<file path="config.mk">
export PLATFORM = sky130hd
export DESIGN_NAME = escalonador_display_flat
export DESIGN_NICKNAME = d
export VERILOG_FILES = /design/src/rtl/escalonador_display_pkg.sv /design/src/rtl/escalonador_display_if.sv /design/src/rtl/escalonador_display_gerador_tick.sv /design/src/rtl/escalonador_display.sv /design/src/flat_wrapper.sv
export SDC_FILE = /design/constraint.sdc
export NUM_CORES = 1
export LEC_CHECK = 0
export CORE_ASPECT_RATIO = 1.4
export CORE_UTILIZATION = 40
export DETAILED_ROUTE_END_ITERATION = 8
export PLACE_DENSITY = 0.68
export SLEW_MARGIN = 20
export SYNTH_ARGS = -nofsm -noshare
export SYNTH_HDL_FRONTEND = slang
export SYNTH_SLANG_ARGS = --single-unit
</file>
<file path="constraint.sdc">
create_clock -name clk -period 4.3 [get_ports clk]
set_input_delay 0.645 -clock clk [delete_from_list [all_inputs] [get_ports clk]]
set_output_delay 0.645 -clock clk [all_outputs]
set_load 0.02 [all_outputs]
</file>
<file path="src/rtl/escalonador_display_pkg.sv">
// Shared definitions for the display scheduler: image-source codes, state
// width, default death image, FSM encoding and the frame-advance helper.
package escalonador_display_pkg;

  localparam int unsigned ESTADO_W = 4;

  localparam logic FONTE_IMAGEM = 1'b0;
  localparam logic FONTE_ATRIB  = 1'b1;

  localparam logic [ESTADO_W-1:0] IMG_MORTE_PADRAO = 4'hF;

  typedef enum logic {
    OCIOSO   = 1'b0,
    ENVIANDO = 1'b1
  } estado_fsm_e;

  // Next animation frame, wrapping at n_quadros rather than at 16.
  function automatic logic [3:0] proximo_quadro(input logic [3:0] atual,
                                                input int unsigned n_quadros);
    if (n_quadros <= 1 || {28'b0, atual} >= n_quadros - 1) begin
      return '0;
    end
    return atual + 4'd1;
  endfunction

endpackage

</file>
<file path="src/rtl/escalonador_display_if.sv">
// Scheduler <-> display driver bundle.
//   disp_pronto : driver idle and ready (level, from driver)
//   disp_fim    : driver finished the frame (pulse, from driver)
//   disp_inicio : start a frame transfer (pulse, to driver)
//   sel_fonte   : 0 = pet image, 1 = attribute bar
//   sel_imagem  : image index for the current transfer
//   quadro      : animation frame index for the current transfer
// master = scheduler side, slave = driver side.
interface escalonador_display_if;

  logic                                     disp_pronto;
  logic                                     disp_fim;
  logic                                     disp_inicio;
  logic                                     sel_fonte;
  logic [escalonador_display_pkg::ESTADO_W-1:0] sel_imagem;
  logic [3:0]                               quadro;

  modport master (
    input  disp_pronto, disp_fim,
    output disp_inicio, sel_fonte, sel_imagem, quadro
  );

  modport slave (
    output disp_pronto, disp_fim,
    input  disp_inicio, sel_fonte, sel_imagem, quadro
  );

endinterface

</file>
<file path="src/rtl/escalonador_display_gerador_tick.sv">
// Free-running counter 0..TICK_CICLOS-1 with a one-cycle pulse on the wrap
// cycle.
//   clk, rst_n : clock, asynchronous active-low reset
//   tick       : high during the cycle the counter holds TICK_CICLOS-1
module gerador_tick #(
  parameter int unsigned TICK_CICLOS = 2700000
) (
  input  logic clk,
  input  logic rst_n,
  output logic tick
);

  localparam int unsigned CNT_W = (TICK_CICLOS > 1) ? $clog2(TICK_CICLOS) : 1;
  localparam logic [CNT_W-1:0] CNT_MAX = CNT_W'(TICK_CICLOS - 1);

  logic [CNT_W-1:0] cnt_q, cnt_d;

  always_comb begin
    tick  = (cnt_q == CNT_MAX);
    cnt_d = tick ? '0 : cnt_q + CNT_W'(1);
  end

  always_ff @(posedge clk or negedge rst_n) begin
    if (!rst_n) begin
      cnt_q <= '0;
    end else begin
      cnt_q <= cnt_d;
    end
  end

endmodule

</file>
<file path="src/rtl/escalonador_display.sv">
// Display transfer scheduler. Collects state-change, attribute-change and
// animation-tick refresh requests, grants them in fixed priority
// (estado > atrib > anim), and runs the driver through a start/done
// handshake with a timeout.
//   clk, rst_n   : clock, asynchronous active-low reset
//   estado       : current pet state
//   morreu       : death flag (level)
//   atrib_mudou  : attribute changed (pulse)
//   disp         : driver handshake and image selection (master side)
//   ocupado      : transfer outstanding
//   erro_timeout : sticky, a transfer exceeded TIMEOUT_CICLOS
module escalonador_display
  import escalonador_display_pkg::*;
#(
  parameter int unsigned           TICK_CICLOS    = 2700000,
  parameter int unsigned           ANIM_QUADROS   = 2,
  parameter int unsigned           TIMEOUT_CICLOS = 4000000,
  parameter logic [ESTADO_W-1:0]   IMG_MORTE      = IMG_MORTE_PADRAO
) (
  input  logic                  clk,
  input  logic                  rst_n,
  input  logic [ESTADO_W-1:0]   estado,
  input  logic                  morreu,
  input  logic                  atrib_mudou,
  escalonador_display_if.master disp,
  output logic                  ocupado,
  output logic                  erro_timeout
);

  localparam int unsigned TO_W = (TIMEOUT_CICLOS > 1) ? $clog2(TIMEOUT_CICLOS) : 1;
  localparam logic [TO_W-1:0] TO_MAX = TO_W'(TIMEOUT_CICLOS - 1);

  estado_fsm_e         fsm_q, fsm_d;
  logic [ESTADO_W-1:0] estado_ant_q, estado_ant_d;
  logic                morto_q, morto_d;
  logic                pend_estado_q, pend_estado_d;
  logic                pend_atrib_q, pend_atrib_d;
  logic                pend_anim_q, pend_anim_d;
  logic                disp_inicio_q, disp_inicio_d;
  logic                sel_fonte_q, sel_fonte_d;
  logic [ESTADO_W-1:0] sel_imagem_q, sel_imagem_d;
  logic [3:0]          quadro_q, quadro_d;
  logic                erro_q, erro_d;
  logic [TO_W-1:0]     to_cnt_q, to_cnt_d;

  logic tick;
  logic set_estado, set_anim;
  logic clr_estado, clr_atrib, clr_anim;

  gerador_tick #(.TICK_CICLOS(TICK_CICLOS)) u_tick (
    .clk  (clk),
    .rst_n(rst_n),
    .tick (tick)
  );

  always_comb begin
    fsm_d         = fsm_q;
    sel_fonte_d   = sel_fonte_q;
    sel_imagem_d  = sel_imagem_q;
    quadro_d      = quadro_q;
    erro_d        = erro_q;
    to_cnt_d      = to_cnt_q;
    disp_inicio_d = 1'b0;
    clr_estado    = 1'b0;
    clr_atrib     = 1'b0;
    clr_anim      = 1'b0;

    // Request capture runs every cycle, independent of the FSM.
    estado_ant_d = estado;
    morto_d      = morto_q | morreu;
    set_estado   = (estado != estado_ant_q) || (!morto_q && morreu);
    set_anim     = tick && !morto_q && (ANIM_QUADROS > 1);

    unique case (fsm_q)
      OCIOSO: begin
        if (disp.disp_pronto && (pend_estado_q || pend_atrib_q || pend_anim_q)) begin
          fsm_d         = ENVIANDO;
          disp_inicio_d = 1'b1;
          to_cnt_d      = '0;
          if (pend_estado_q) begin
            sel_fonte_d  = FONTE_IMAGEM;
            sel_imagem_d = morto_q ? IMG_MORTE : estado;
            quadro_d     = '0;
            clr_estado   = 1'b1;
            // A fresh image supersedes any pending animation step.
            clr_anim     = 1'b1;
          end else if (pend_atrib_q) begin
            sel_fonte_d = FONTE_ATRIB;
            clr_atrib   = 1'b1;
          end else begin
            sel_fonte_d = FONTE_IMAGEM;
            quadro_d    = proximo_quadro(quadro_q, ANIM_QUADROS);
            clr_anim    = 1'b1;
          end
        end
      end
      ENVIANDO: begin
        to_cnt_d = to_cnt_q + TO_W'(1);
        // Completion takes precedence over a timeout in the same cycle.
        if (disp.disp_fim) begin
          fsm_d = OCIOSO;
        end else if (to_cnt_q == TO_MAX) begin
          fsm_d  = OCIOSO;
          erro_d = 1'b1;
        end
      end
      default: fsm_d = OCIOSO;
    endcase

    // New requests win over a grant clearing the same flag.
    pend_estado_d = (pend_estado_q & ~clr_estado) | set_estado;
    pend_atrib_d  = (pend_atrib_q  & ~clr_atrib)  | atrib_mudou;
    pend_anim_d   = (pend_anim_q   & ~clr_anim)   | set_anim;
  end

  always_ff @(posedge clk or negedge rst_n) begin
    if (!rst_n) begin
      fsm_q         <= OCIOSO;
      estado_ant_q  <= '0;
      morto_q       <= 1'b0;
      pend_estado_q <= 1'b1;
      pend_atrib_q  <= 1'b0;
      pend_anim_q   <= 1'b0;
      disp_inicio_q <= 1'b0;
      sel_fonte_q   <= FONTE_IMAGEM;
      sel_imagem_q  <= '0;
      quadro_q      <= '0;
      erro_q        <= 1'b0;
      to_cnt_q      <= '0;
    end else begin
      fsm_q         <= fsm_d;
      estado_ant_q  <= estado_ant_d;
      morto_q       <= morto_d;
      pend_estado_q <= pend_estado_d;
      pend_atrib_q  <= pend_atrib_d;
      pend_anim_q   <= pend_anim_d;
      disp_inicio_q <= disp_inicio_d;
      sel_fonte_q   <= sel_fonte_d;
      sel_imagem_q  <= sel_imagem_d;
      quadro_q      <= quadro_d;
      erro_q        <= erro_d;
      to_cnt_q      <= to_cnt_d;
    end
  end

  assign disp.disp_inicio = disp_inicio_q;
  assign disp.sel_fonte   = sel_fonte_q;
  assign disp.sel_imagem  = sel_imagem_q;
  assign disp.quadro      = quadro_q;
  assign ocupado          = (fsm_q == ENVIANDO);
  assign erro_timeout     = erro_q;

endmodule
</file>
<file path="src/flat_wrapper.sv">
// flat-port wrapper written by rule: the top's interface ports become plain ports
module escalonador_display_flat import escalonador_display_pkg::*;
#(
  parameter int unsigned           TICK_CICLOS    = 2700000,
  parameter int unsigned           ANIM_QUADROS   = 2,
  parameter int unsigned           TIMEOUT_CICLOS = 4000000,
  parameter logic [ESTADO_W-1:0]   IMG_MORTE      = IMG_MORTE_PADRAO
)
  (clk, rst_n, estado, morreu, atrib_mudou, ocupado, erro_timeout, disp_disp_pronto, disp_disp_fim, disp_disp_inicio, disp_sel_fonte, disp_sel_imagem, disp_quadro);
  escalonador_display_if disp_i ();
  input  logic clk;
  input  logic rst_n;
  input  logic [ESTADO_W-1:0] estado;
  input  logic morreu;
  input  logic atrib_mudou;
  output logic ocupado;
  output logic erro_timeout;
  input wire logic [$bits(disp_i.disp_pronto)-1:0] disp_disp_pronto;
  input wire logic [$bits(disp_i.disp_fim)-1:0] disp_disp_fim;
  output wire logic [$bits(disp_i.disp_inicio)-1:0] disp_disp_inicio;
  output wire logic [$bits(disp_i.sel_fonte)-1:0] disp_sel_fonte;
  output wire logic [$bits(disp_i.sel_imagem)-1:0] disp_sel_imagem;
  output wire logic [$bits(disp_i.quadro)-1:0] disp_quadro;
  assign disp_i.disp_pronto = disp_disp_pronto;
  assign disp_i.disp_fim = disp_disp_fim;
  assign disp_disp_inicio = disp_i.disp_inicio;
  assign disp_sel_fonte = disp_i.sel_fonte;
  assign disp_sel_imagem = disp_i.sel_imagem;
  assign disp_quadro = disp_i.quadro;
  escalonador_display #(.TICK_CICLOS(TICK_CICLOS), .ANIM_QUADROS(ANIM_QUADROS), .TIMEOUT_CICLOS(TIMEOUT_CICLOS), .IMG_MORTE(IMG_MORTE)) u_core (.clk(clk), .rst_n(rst_n), .estado(estado), .morreu(morreu), .atrib_mudou(atrib_mudou), .disp(disp_i), .ocupado(ocupado), .erro_timeout(erro_timeout));
endmodule
</file>
# ---- Yosys cells after proc, flatten, opt, wreduce, memory -nomap -nowiden
# Cells that the tools add are included.
dict set report classes {
  magnitude_cmp 1
  n_reduce_logical 11
  n_addsub 3
  eq_ne 5
  bitwise 12
  mux 29
}
# op n
set op_table {}
lappend op_table {{$add 22x1->22 const B} 2}
lappend op_table {{$eq 22x22->1 const B} 2}
lappend op_table {{$mux 22} 2}
lappend op_table {{$pmux 22 s2} 1}
lappend op_table {{$mux 1} 20}
lappend op_table {{$mux 4} 5}
lappend op_table {{$reduce_and 3->1} 3}
lappend op_table {{$not 1->1} 5}
lappend op_table {{$add 4x1->4 const B} 1}
lappend op_table {{$ge 4x1->1 const B} 1}
lappend op_table {{$ne 2x1->1 const B} 2}
lappend op_table {{$ne 4x4->1} 1}
lappend op_table {{$or 1x1->1} 4}
lappend op_table {{$and 1x1->1} 3}
lappend op_table {{$logic_and 1x1->1} 3}
lappend op_table {{$logic_or 1x1->1} 3}
lappend op_table {{$pmux 1 s2} 1}
lappend op_table {{$reduce_and 2->1} 1}
lappend op_table {{$logic_not 1->1} 1}
dict set report word_totals {
  inputBits 10
  register_bits 64
  wordCells 74
}

# ---- Logic depth before layout (Yosys ltp)
dict set report depth {
  word_depth 9
  depth_mapped 7
  depth_no_buf 6
}

# ---- Modules after synthesis
# A second synthesis with hierarchy kept.
dict set report unflattened {
  cells_unflattened 293
  hier_area_um2 3078.0
}
# module n_inst area_per_inst_um2 seq_area_each_um2 cells_per_inst
set modules_own_cells {}
lappend modules_own_cells {escalonador_display 1 1961.9 1052.3 189}
lappend modules_own_cells {gerador_tick 1 1116.1 550.5 104}

# ---- Least setup slack after synthesis
# OpenSTA, ideal clock, no wires.
dict set report synth_path {
  path_type {reg-to-reg}
  startpoint {reg u_core.to_cnt_q[14]}
  endpoint {reg u_core.erro_q (netlist: u_core.erro_timeout)}
  stages_incl_launch_ff 4
  slack_ns 2.522
  t_arrival_ns 1.675
  n_path_buf 0
  cell_sequence {dfrtp_1 -> or4_1 -> or4_4 -> o41ai_2}
}
dict set report synth_between {
  elab_chain_len 2
}
# element line
set synth_lines {}
lappend synth_lines {{from (decl)} escalonador_display.sv:44} ;# logic [TO_W-1:0] to_cnt_q, to_cnt_d;
lappend synth_lines {{from (signal assigned)} escalonador_display.sv:142} ;# to_cnt_q <= to_cnt_d;
lappend synth_lines {{$eq 22x22->1} escalonador_display.sv:102} ;# end else if (to_cnt_q == TO_MAX) begin
lappend synth_lines {{$reduce_and 3->1 (no line)} n/a}
lappend synth_lines {{to (signal assigned)} escalonador_display.sv:141} ;# erro_q <= erro_d;
lappend synth_lines {{to (decl)} escalonador_display.sv:43} ;# logic erro_q, erro_d;
# Every way passes these cells.
# A chain may end at the register's enable or synchronous reset.

# ---- Worst setup path in the final report
dict set report layout_path {
  startpoint {reg u_core.fsm_q (netlist: u_core.ocupado)}
  endpoint {out ocupado}
}
# element line
set layout_rtl {}
lappend layout_rtl {{from (decl)} escalonador_display.sv:33} ;# estado_fsm_e fsm_q, fsm_d;
lappend layout_rtl {{from (signal assigned)} escalonador_display.sv:131} ;# fsm_q <= fsm_d;
lappend layout_rtl {{to (decl)} flat_wrapper.sv:16} ;# output logic ocupado;
# No word-level cell between the ends.

==> impl_summary.txt <==
----------------------------------------------------
[STA]
  Highest clock rate ... 444 MHz
  Hold Fails Final Rpt ... 0
  Tightest slew margin relative to the limit ... 43.8%
  Setup repair after global routing missed its margin ... false
  Layout Skew ... 0.00882 ns
  Transition time of the tightest slew-check pin ... 0.835 ns
  Final setup violation count ... 0
  Part of the cycle the worst path needs ... between 50% and 60%
  Post-route minimum period ... between 2 and 2.5 ns
  Sum of negative setup slack ... 0 ns
  Final Slew Violations ... 0

[Worst setup path]
  Cell type group with the largest total delay on the critical path ... buffers and inverters
  Flop2flop setup slack ... 2.29 ns
  Count of cells along the worst register-to-register path ... 5
  Crit Path Category ... flop to output port
  Startpoint types ... flop
  Crit Path Max Fanout ... 12
  Worst path bufs/invs ... 1
  End of the worst register-to-register path ... u_core.u_tick.cnt_q[9]
  Capturing element type of the critical path ... output port
  Peak per-stage delay on the critical path ... 0.68 ns
  Crit path required time ... between 3 and 4 ns
  CP max-delay cell ... clkdlybuf4s50_1
  Launching point of the worst reg2reg path ... u_core.u_tick.cnt_q[0]
  Arrival time reported for the critical path endpoint ... 1.61 ns
  Crit-path cells ... clkdlybuf4s50_1

[Floorplan]
  Die X-Extent ... 74.9 um
  Vertical die dimension ... 104 um
  Number of cell rows ... 36
  Number of I/O pins ... 22
  Core area ... about 7000 um2
  Effective utilization at floorplan ... 42.1%
  Area of the die ... roughly 8000 um2

[Drt]
  DRC marker count from the first detailed-route iteration ... around 150
  Routed via count divided by cell count ... approximately 5.4
  Via Count ... 2,246
  Total routed wirelength ... about 5900 um
  Pre-Repair DR Iteration Count ... 4
  Total DRC errors in the routed layout ... 0
  Count of antenna-violating nets left after detailed routing ... 0
  Wire length per cell ... 14.2 um

[Global route]
  Via count of the first global-routing pass ... 2,260
  Grt ovf ... 0
  First-pass GRT wire length ... 10,400 um
  Maximum number of pins on one net before global-route repair ... 39
  Initial antenna violation count ... 0
  Tot GR Track Use ... between 10% and 20%

[Synth]
  Number of synthesized register bits ... 64
  Warnings from Yosys ... 0
  Number of instances in the synthesized netlist ... 288
  Post-Syn Area ... a little under 3000 um2
  Syn_area_per_cell ... 10.3 um2
  Synthesized netlist net count ... 303
  Ys flop type ... dfrtp_1
  Share of async-settable or async-resettable flops after synthesis ... 100%
  Number of distinct standard cells referenced by the synthesized netlist ... 35
  Share of synthesized area occupied by flip-flops and latches ... 53.8%
  Count of flip-flops with a built-in enable after synthesis ... 0

[Pwr]
  Power density normalized to cell area ... between 300 and 400 nW/um2
  Clock group share of total power ... 37.3%
  Final Total Pwr ... 1.22 mW
  Share of total power in combinational logic ... 9.4%
  Internal power summed over all cells ... 916 uW
  Max rail drop VDD ... 0.190 mV
  Net Switching ... ~310 uW
  Leakage power ... ~1.5 nW
  Power share of the sequential group ... 53.3%
  Proportion of total power due to net switching ... 25.2%

[Min path]
  Tightest Hold Check Type ... primary input to asynchronous set/reset pin

[Layout]
  Ant. Diodes ... 0
  Total number of nets in the final design ... 330
  Layout overhead on the synthesized area ... 16.0%
  Final std cells w/o fill ... 414
  Fraction of layout instances using a drive strength above 1 ... 5.64%

[Job]
  Maximum Capacitance Violations ... 0

[CTS]
  Total of cells resized after clock tree synthesis ... 0
  Hold-fix buffers at CTS ... 0
  Clock Pin Slew Worst Setup and Hold Paths ... 0.07 ns
  Maximum clock path buffer count ... 2
  Number of levels in the clock H-tree ... 3
  CTS tree ... yes
  Number of buffers added for setup after CTS ... 0
  Clock root cell ... clkbuf_8
  Total CTS buffers ... 9
  Clock sink count ... 64
  Clock latency of the later-clocked register in the worst-skew pair ... approximately 0.34 ns

[Placement]
  Placed Cells incl. Taps ... about 400
  Global placement routability congestion ... 0.769
  Final HPWL from detailed placement ... 4030 um
  PortBufs ... 21

[Run status]
  Result of the run ... finished clean

----------------------------------------------------
==> routing by layer <==
| layer | up-vias | GRT usage [%] | part of all wire, % |
|---|---|---|---|
| li1 | 1096 | - | - |
| met1 | 1113 | 21.7 | 45 |
| met2 | 26 | 27.9 | 50 |
| met3 | 11 | 4.07 | 2.5 |
| met4 | 0 | 9.16 | 2.1 |
| met5 | - | 0 | 0 |
==> how the worst max path moves through the flow <==
stage / startpoint / end / slack [ns] / cells past startpoint
final: u_core.ocupado / ocupado / 2.05 / 1
after global routing: u_core.ocupado / ocupado / 1.96 / 1
after CTS: u_core.ocupado / ocupado / 2.05 / 1
after detailed placement: disp_disp_pronto / u_core.disp.quadro[0] / 1.94 / 6
after global placement: disp_disp_pronto / u_core.disp.quadro[0] / 1.97 / 6
after floorplan: u_core.to_cnt_q[14] / u_core.erro_timeout / 2.52 / 3
==> state kept, by name, summed over array words and instances, names as in the netlist, 4 cells and up <==
| signal | count |
|---|---|
| u_core.to_cnt_q | 22 |
| u_core.u_tick.cnt_q | 22 |
| u_core.disp.quadro | 4 |
| u_core.disp.sel_imagem | 4 |
| u_core.estado_ant_q | 4 |
==> layout make-up <==
type / instances / area [um2]
multi-input cells: 210 / 1320
flip-flops and latches: 64 / 1600
repair buffers: 22 / 213
clock buffers: 15 / 166
inverters: 8 / 30.0
fillers: 697 / 3620
well taps: 95 / 119
==> cells in the final DEF (no fill, tap or decap), drive strengths merged, types with 7 or more instances in the layout <==
cell,Yosys,final
and3,7,7
and4,9,9
clkbuf,6,15
clkdlybuf4s50,0,20
dfrtp,63,63
inv,8,8
mux2i,10,10
nand2,38,38
nand3,17,17
nand4,16,16
nor2,21,21
o21ai,16,16
xnor2,10,10
xor2,13,13
==> cells by family after synthesis <==
logic type | count (synthesis) | synth area share, %
adder cells (fa/ha/maj) | 5 | 2.10
XOR/XNOR | 23 | 6.76
AO/OA/AOI/OAI | 36 | 8.19
flip-flops | 64 | 53.8
buffers and inverters | 14 | 1.76
multiplexers | 10 | 3.36
AND/OR/NAND/NOR | 136 | 24.0
==> power by group through the flow <==
| stage | Combinational [mW] | Clock (mW) | Sequential, mW |
|---|---|---|---|
| after floorplan | 0.0449 | 0 | 0.673 |
| after detailed placement | 0.118 | 0 | 0.663 |
| final | 0.116 | 0.456 | 0.653 |
| after global routing | 0.128 | 0.494 | 0.657 |
| after global placement | 0.115 | 0 | 0.663 |
| after CTS | 0.118 | 0.473 | 0.652 |
==> through the flow <==
stage / utilization [%] / hold WS (ns) / instance area (um2) / setup WS, ns
2_1_floorplan: - / 0.349 / 2980 / 2.52
3_3_place_gp: 46.5 / 0.445 / 3290 / 1.97
3_5_place_dp: 46.5 / 0.449 / 3290 / 1.94
4_1_cts: 48.8 / 0.314 / 3450 / 2.05
5_1_grt: 48.8 / 0.350 / 3450 / 1.96
6_report: 48.8 / 0.301 / 3450 / 2.05
==> cells in the mapped netlist (4+ instances only) <==
master / count / share of area (%)
dfrtp_1: 63 / 53
ha_1: 5 / 2.1
o21ai_0: 16 / 2.7
nor3_1: 4 / 0.67
nand4_1: 16 / 3.4
clkbuf_1: 6 / 0.76
nand3_1: 17 / 2.9
xor2_1: 13 / 3.8
nor2_1: 21 / 2.6
mux2i_1: 10 / 3.4
and3_1: 7 / 1.5
nand2b_1: 5 / 1.1
o31ai_1: 5 / 1.3
and4_1: 9 / 2.6
nor4_1: 5 / 1.1
xnor2_1: 10 / 2.9
inv_1: 8 / 1.0
nand2_1: 38 / 4.8
(Power assumes the default switching activity.)
==> RTL edit 1: new RTL, same settings <==
Set the package constant `ESTADO_W` to 5 (it was 4).
--- a/src/rtl/escalonador_display_pkg.sv
+++ b/src/rtl/escalonador_display_pkg.sv
@@ -2,7 +2,7 @@
 // width, default death image, FSM encoding and the frame-advance helper.
 package escalonador_display_pkg;
 
-  localparam int unsigned ESTADO_W = 4;
+  localparam int unsigned ESTADO_W = 5;
 
   localparam logic FONTE_IMAGEM = 1'b0;
   localparam logic FONTE_ATRIB  = 1'b1;
Ports: changed (resized disp_sel_imagem and estado); port bits go from 22 to 24. No check against the original RTL was run, so the function may have changed too.
==> RTL edit 1 against the unedited design <==
- routed wire length fell by 3.2%
- area after synthesis increased by 1.3%
- clock power rose by 32%
- sequential share of layout area fell by 0.24 points
- critical path depth stayed put
- design area is 3.7% higher
- power is 13% higher
- sequential cell count increased by 2
- worst setup slack improved by 79 ps
- critical path type unchanged
- highest routed layer unchanged
==> RTL edit 1: results (changes against the unedited design) <==
synthesis:
  syn_inst: 285  # -1.0%
  yosys.area.top_type: "dfrtp_1"
  synth_area_leaders: "dfrtp_1 (54%), nand2_1 (4.7%), mux2i_1 (4.3%), xor2_1 (3.8%), nand3_1 (3.3%)"
  synthArstFlopShare_pct: 100.0  # unchanged
  synth_cell_type_count: 40  # +14%
  synth_nets: 301  # -0.66%
  yosysSeqAreaShare_pct: 54.79  # +0.97 points
  synthTopCellsByCount: "dfrtp_1 (65), nand2_1 (38), nand3_1 (20)"
clocking:
  clockRootBuffer: "clkbuf_8"
  clkTransAtPathRegs_ps: 70  # about the same
  htreeDepth: 3  # unchanged
  cts_buffer_depth: 2  # unchanged
  post_cts_buffers: 0  # unchanged
pwr:
  ir_worst_vdd_v: 0.0002016  # +6.2%
  p_leak_nw: 1.589  # +7.5%
route:
  routedWlPerCell_um: 13.64  # -3.9%
  vias: 2142  # -4.6%
  drt-initial-drc-count: 100  # -34%
critical_path:
  cpLargestDelayFamily: "buffers and inverters"
  rrSetupSlack_ps: 2260  # -30 ps
  cp.arrival_ps: 1530  # -80 ps
  rr_endpoint: "u_core.disp.sel_fonte$_DFFE_PN0P_"
  max_stage_delay_ps: 670
  r2r-start: "u_core.pend_estado_q$_DFF_PN1_"
  reg2reg_depth: 4  # -1
  cp_max_fo: 11  # -1
layout:
  antennaDiodeCount: 0  # unchanged
  final_cells: 417  # +0.72%
  fin_nets: 331  # +0.30%
  fillers: 703  # +0.86%
  top_regs: "u_core.to_cnt_q x22, u_core.u_tick.cnt_q x22"
  drive_gt1_share_pct: 9.375  # +3.7 points
placed_design:
  place_ws_ps: 1831  # -108.1 ps
  place_congestion: 0.7809  # +1.6%
  post-place-cells: 401  # +0.50%
  port-buffer-count: 23  # +9.5%
  dp_hpwl_um: 4059  # +0.81%
run_status:
  status: "complete, no violations"
grt:
  grt_start_max_net_pins: 35  # -10%
  grt_pass1_wl_um: 10070  # -3.1%
  grt_usage_pct: 16.87  # -0.72 points
  antenna_found_initial: 0  # unchanged
  grt_pass1_vias: 2130  # -5.8%
sta:
  slew_headroom_pct: 43.15  # -0.69 points
  slew_violations: 0  # unchanged
  fin_skew_ps: 6.881  # -1.934 ps
## RTL edit 1: cell types whose count changed after synthesis, sizes merged, moves of 4 or more
cell,delta
nand3,+4
and3,-5
clkbuf,-4
a21oi,+4
nor2,-8
o41ai,-4
inv,+4
## RTL edit 1: per-layer routing
layer	vias to the layer above	routed length (µm)	track usage, %
li1	1068	-	-
met1	1032	2634	21.96
met4	0	95	7.937
met3	10	161	2.604
met5	-	0	0
met2	32	2796	26.91
## RTL edit 1: worst reg2reg max path: cells and delay by family (launching register included)
family | cells | cell delay (ps)
AO/OA/AOI/OAI | 2 | 620
buffers and inverters | 1 | 240
flip-flops | 1 | 400
AND/OR/NAND/NOR | 1 | 670
## RTL edit 1: stage by stage
stage,hold WS (ps),utilization (%),area [µm²],power [mW]
floorplan,349.4,-,3017,0.7341
global placement,456.6,45.69,3342,0.7975
detailed placement,465.0,45.69,3342,0.8002
CTS,390.5,48.94,3580,1.403
global route,440.5,48.94,3580,1.447
finish,361.2,48.94,3580,1.389
## RTL edit 1: area by class of cell
cell class              instances  area [µm²]  area share [%]
clock buffers                  12       165.2           4.614
clock inverters                 4       72.57           2.027
inverters                      12       45.04           1.258
multi-input cells             202        1290           36.04
flip-flops and latches         66        1653           46.17
well taps                      97       121.4           3.390
repair buffers                 24       232.7           6.501
## RTL edit 1: cells by family after synthesis
| family | count (synthesis) | synth area share [%] |
|---|---|---|
| and+or+nand+nor | 127 | 23.02 |
| buffers and inverters | 17 | 2.447 |
| xor gates and xnor gates | 22 | 6.388 |
| muxes | 13 | 4.313 |
| AOI/OAI and AO/OA | 35 | 6.968 |
| adders and majority gates | 5 | 2.074 |
| DFF | 66 | 54.79 |
## RTL edit 1: worst max-delay path by stage
stage                                   startpoint                                end  slack (ps)  cells after the start
after CTS                 u_core.ocupado$_DFF_PN0_                            ocupado        2110                      1
after global placement            disp_disp_pronto  u_core.disp.sel_fonte$_DFFE_PN0P_        1890                      5
after floorplan           u_core.ocupado$_DFF_PN0_    u_core.to_cnt_q[20]$_DFFE_PN0P_        2590                      5
after detailed placement          disp_disp_pronto  u_core.disp.sel_fonte$_DFFE_PN0P_        1830                      5
after global routing              disp_disp_pronto     u_core.pend_estado_q$_DFF_PN1_        2030                      5
final                     u_core.ocupado$_DFF_PN0_                            ocupado        2130                      1
## RTL edit 1: report_power, final
part / leakage [nW] / switching (mW) / internal, mW / total [mW]
clock network: 0.119 / 0.230 / 0.373 / 0.603
logic: 0.607 / 0.0662 / 0.0468 / 0.113
registers: 0.863 / 0.0258 / 0.646 / 0.672
==> RTL edit 2: new RTL, config.mk and constraints unchanged <==
Without the edit above. Put a register stage on the output `ocupado`, with the module's reset. The value now appears one clock later. The other outputs are not delayed to match.
--- a/src/rtl/escalonador_display.sv
+++ b/src/rtl/escalonador_display.sv
@@ -147,7 +147,13 @@
   assign disp.sel_fonte   = sel_fonte_q;
   assign disp.sel_imagem  = sel_imagem_q;
   assign disp.quadro      = quadro_q;
-  assign ocupado          = (fsm_q == ENVIANDO);
+  always_ff @(posedge clk or negedge rst_n) begin
+    if (!rst_n) begin
+      ocupado <= '0;
+    end else begin
+      ocupado <= (fsm_q == ENVIANDO);
+    end
+  end
   assign erro_timeout     = erro_q;
 
 endmodule
Behaviour: not the same (Yosys sat finds a counterexample within 4 cycles, from zero or initial values and one cycle with rst_n low).
==> RTL edit 2 against the unedited design <==
- area after synthesis increased by 4.0%
- design area rose by 5.5%
- largest power group unchanged
- routed wire length down 0.24%
- final cell count grew 2.7%
- power grew 18%
- hold slack gained 120 ps
- worst setup slack better by 97 ps
- highest routed layer unchanged
- synthesized cell count increased by 3.8%
- sequential cell count grew 1
- maximum frequency grew 4.5%
==> RTL edit 2: results (changes against the unedited design) <==
run_status:
  status: "complete, no violations"
route:
  wl_met2_um: 2878  # -2.0%
  wl_met3_um: 140  # -3.4%
  drt-initial-drc-count: 118  # -22%
  routed_wl_um: 5861  # -0.24%
  wl_met1_um: 2719  # +2.0%
critical_path:
  r2r-start: "u_core.fsm_q$_DFF_PN0_"
  cp_max_fo: 16  # +4
  crit_slowest_cell: "dfrtp_1"
  cp-endpoint: "u_core.to_cnt_q[8]$_DFFE_PN0P_"
  cp.arrival_ps: 2390  # +780 ps
  max_stage_delay_ps: 570  # -110 ps
placed_design:
  place_congestion: 0.7937  # +3.2%
  dp_hpwl_um: 4079  # +1.3%
  placed_area_um2: 3385  # +3.0%
grt:
  grt_pass1_vias: 2273  # +0.58%
  grt_pass1_wl_um: 10250  # -1.4%
  grt_start_max_net_pins: 42  # +7.7%
  grt_usage_pct: 16.03  # -1.6 points
synthesis:
  synthTopCellsByCount: "dfrtp_1 (64), nand2_1 (31), nand3_1 (24)"
  synth_area_leaders: "dfrtp_1 (52%), xor2_1 (4.2%), nand3_1 (3.9%), nand2_1 (3.8%), nor2_1 (2.7%)"
  yosysSeqAreaShare_pct: 52.54  # -1.3 points
  synth_cell_type_count: 44  # +26%
  synth_nets: 314  # +3.6%
sta:
  worst_slew_pin_slew_ps: 895.6  # +60.85 ps
  fin_skew_ps: 9.749  # +0.9339 ps
layout:
  fillers: 702  # +0.72%
  drive_gt1_share_pct: 9.146  # +3.5 points
pwr:
  p_leak_nw: 1.598  # +8.1%
-- RTL edit 2: changes by cell type in the layout (fill, tap and decap cells not counted), sizes merged, moves of 3 or more --
cell,unedited run,this run
inv,8,13
nand3,17,25
nor4,5,10
bufinv,0,3
nand4,16,11
clkbuf,15,9
a31oi,0,4
nor3,4,7
and4,9,5
nand2,38,31
a21oi,2,5
a21o,0,4
mux2i,10,7
-- RTL edit 2: how the worst min path moves through the flow --
stage                                         to  slack (ps)                       startpoint
6_report       u_core.u_tick.cnt_q[17]$_DFF_PN0_         430                            rst_n
5_1_grt        u_core.u_tick.cnt_q[17]$_DFF_PN0_         490                            rst_n
4_1_cts        u_core.u_tick.cnt_q[17]$_DFF_PN0_         460                            rst_n
3_5_place_dp     u_core.erro_timeout$_DFFE_PN0P_         470  u_core.erro_timeout$_DFFE_PN0P_
3_3_place_gp     u_core.erro_timeout$_DFFE_PN0P_         460  u_core.erro_timeout$_DFFE_PN0P_
2_1_floorplan  u_core.disp.disp_inicio$_DFF_PN0_         350                            rst_n
-- RTL edit 2: area by class of cell --
type / count / area share [%]
Clock buffer: 9 / 3.401
Clock inverter: 7 / 3.435
Inverter: 11 / 1.134
Multi-Input combinational cell: 214 / 38.17
Sequential cell: 65 / 44.69
Tap cell: 97 / 3.332
Timing Repair Buffer: 22 / 5.840
-- RTL edit 2: kinds of logic after synthesis --
family / Yosys count / share of synthesized area, %
multiplexers: 8 / 2.625
buffers and inverters: 20 / 2.867
AND/OR/NAND/NOR: 132 / 22.98
AO/OA/AOI/OAI: 46 / 10.46
adder cells (fa/ha/maj): 5 / 2.019
XOR/XNOR: 23 / 6.503
flip-flops: 65 / 52.54
-- RTL edit 2: power by group --
part	switching, mW	internal (mW)	total (mW)
logic	0.0759	0.0567	0.133
clock network	0.245	0.391	0.636
registers	0.0371	0.641	0.678
-- RTL edit 2: metal layers --
metal  global-route usage (%)  vias up
li1                         -     1133
met1                    20.12     1134
met2                    25.61       29
met3                    3.777        9
met4                    8.379        0
met5                        0        -
-- RTL edit 2: through the flow --
step / instances / power [mW] / hold slack, ps / util, % / worst slack [ps]
2_1_floorplan: 299 / 0.7560 / 349.4 / - / 2530
3_3_place_gp: 409 / 0.8203 / 457.4 / 45.69 / 1860
3_5_place_dp: 409 / 0.8240 / 472.2 / 45.69 / 1785
4_1_cts: 425 / 1.463 / 462.3 / 49.05 / 2071
5_1_grt: 425 / 1.510 / 491.5 / 49.17 / 1998
6_report: 425 / 1.447 / 425.3 / 49.17 / 2145
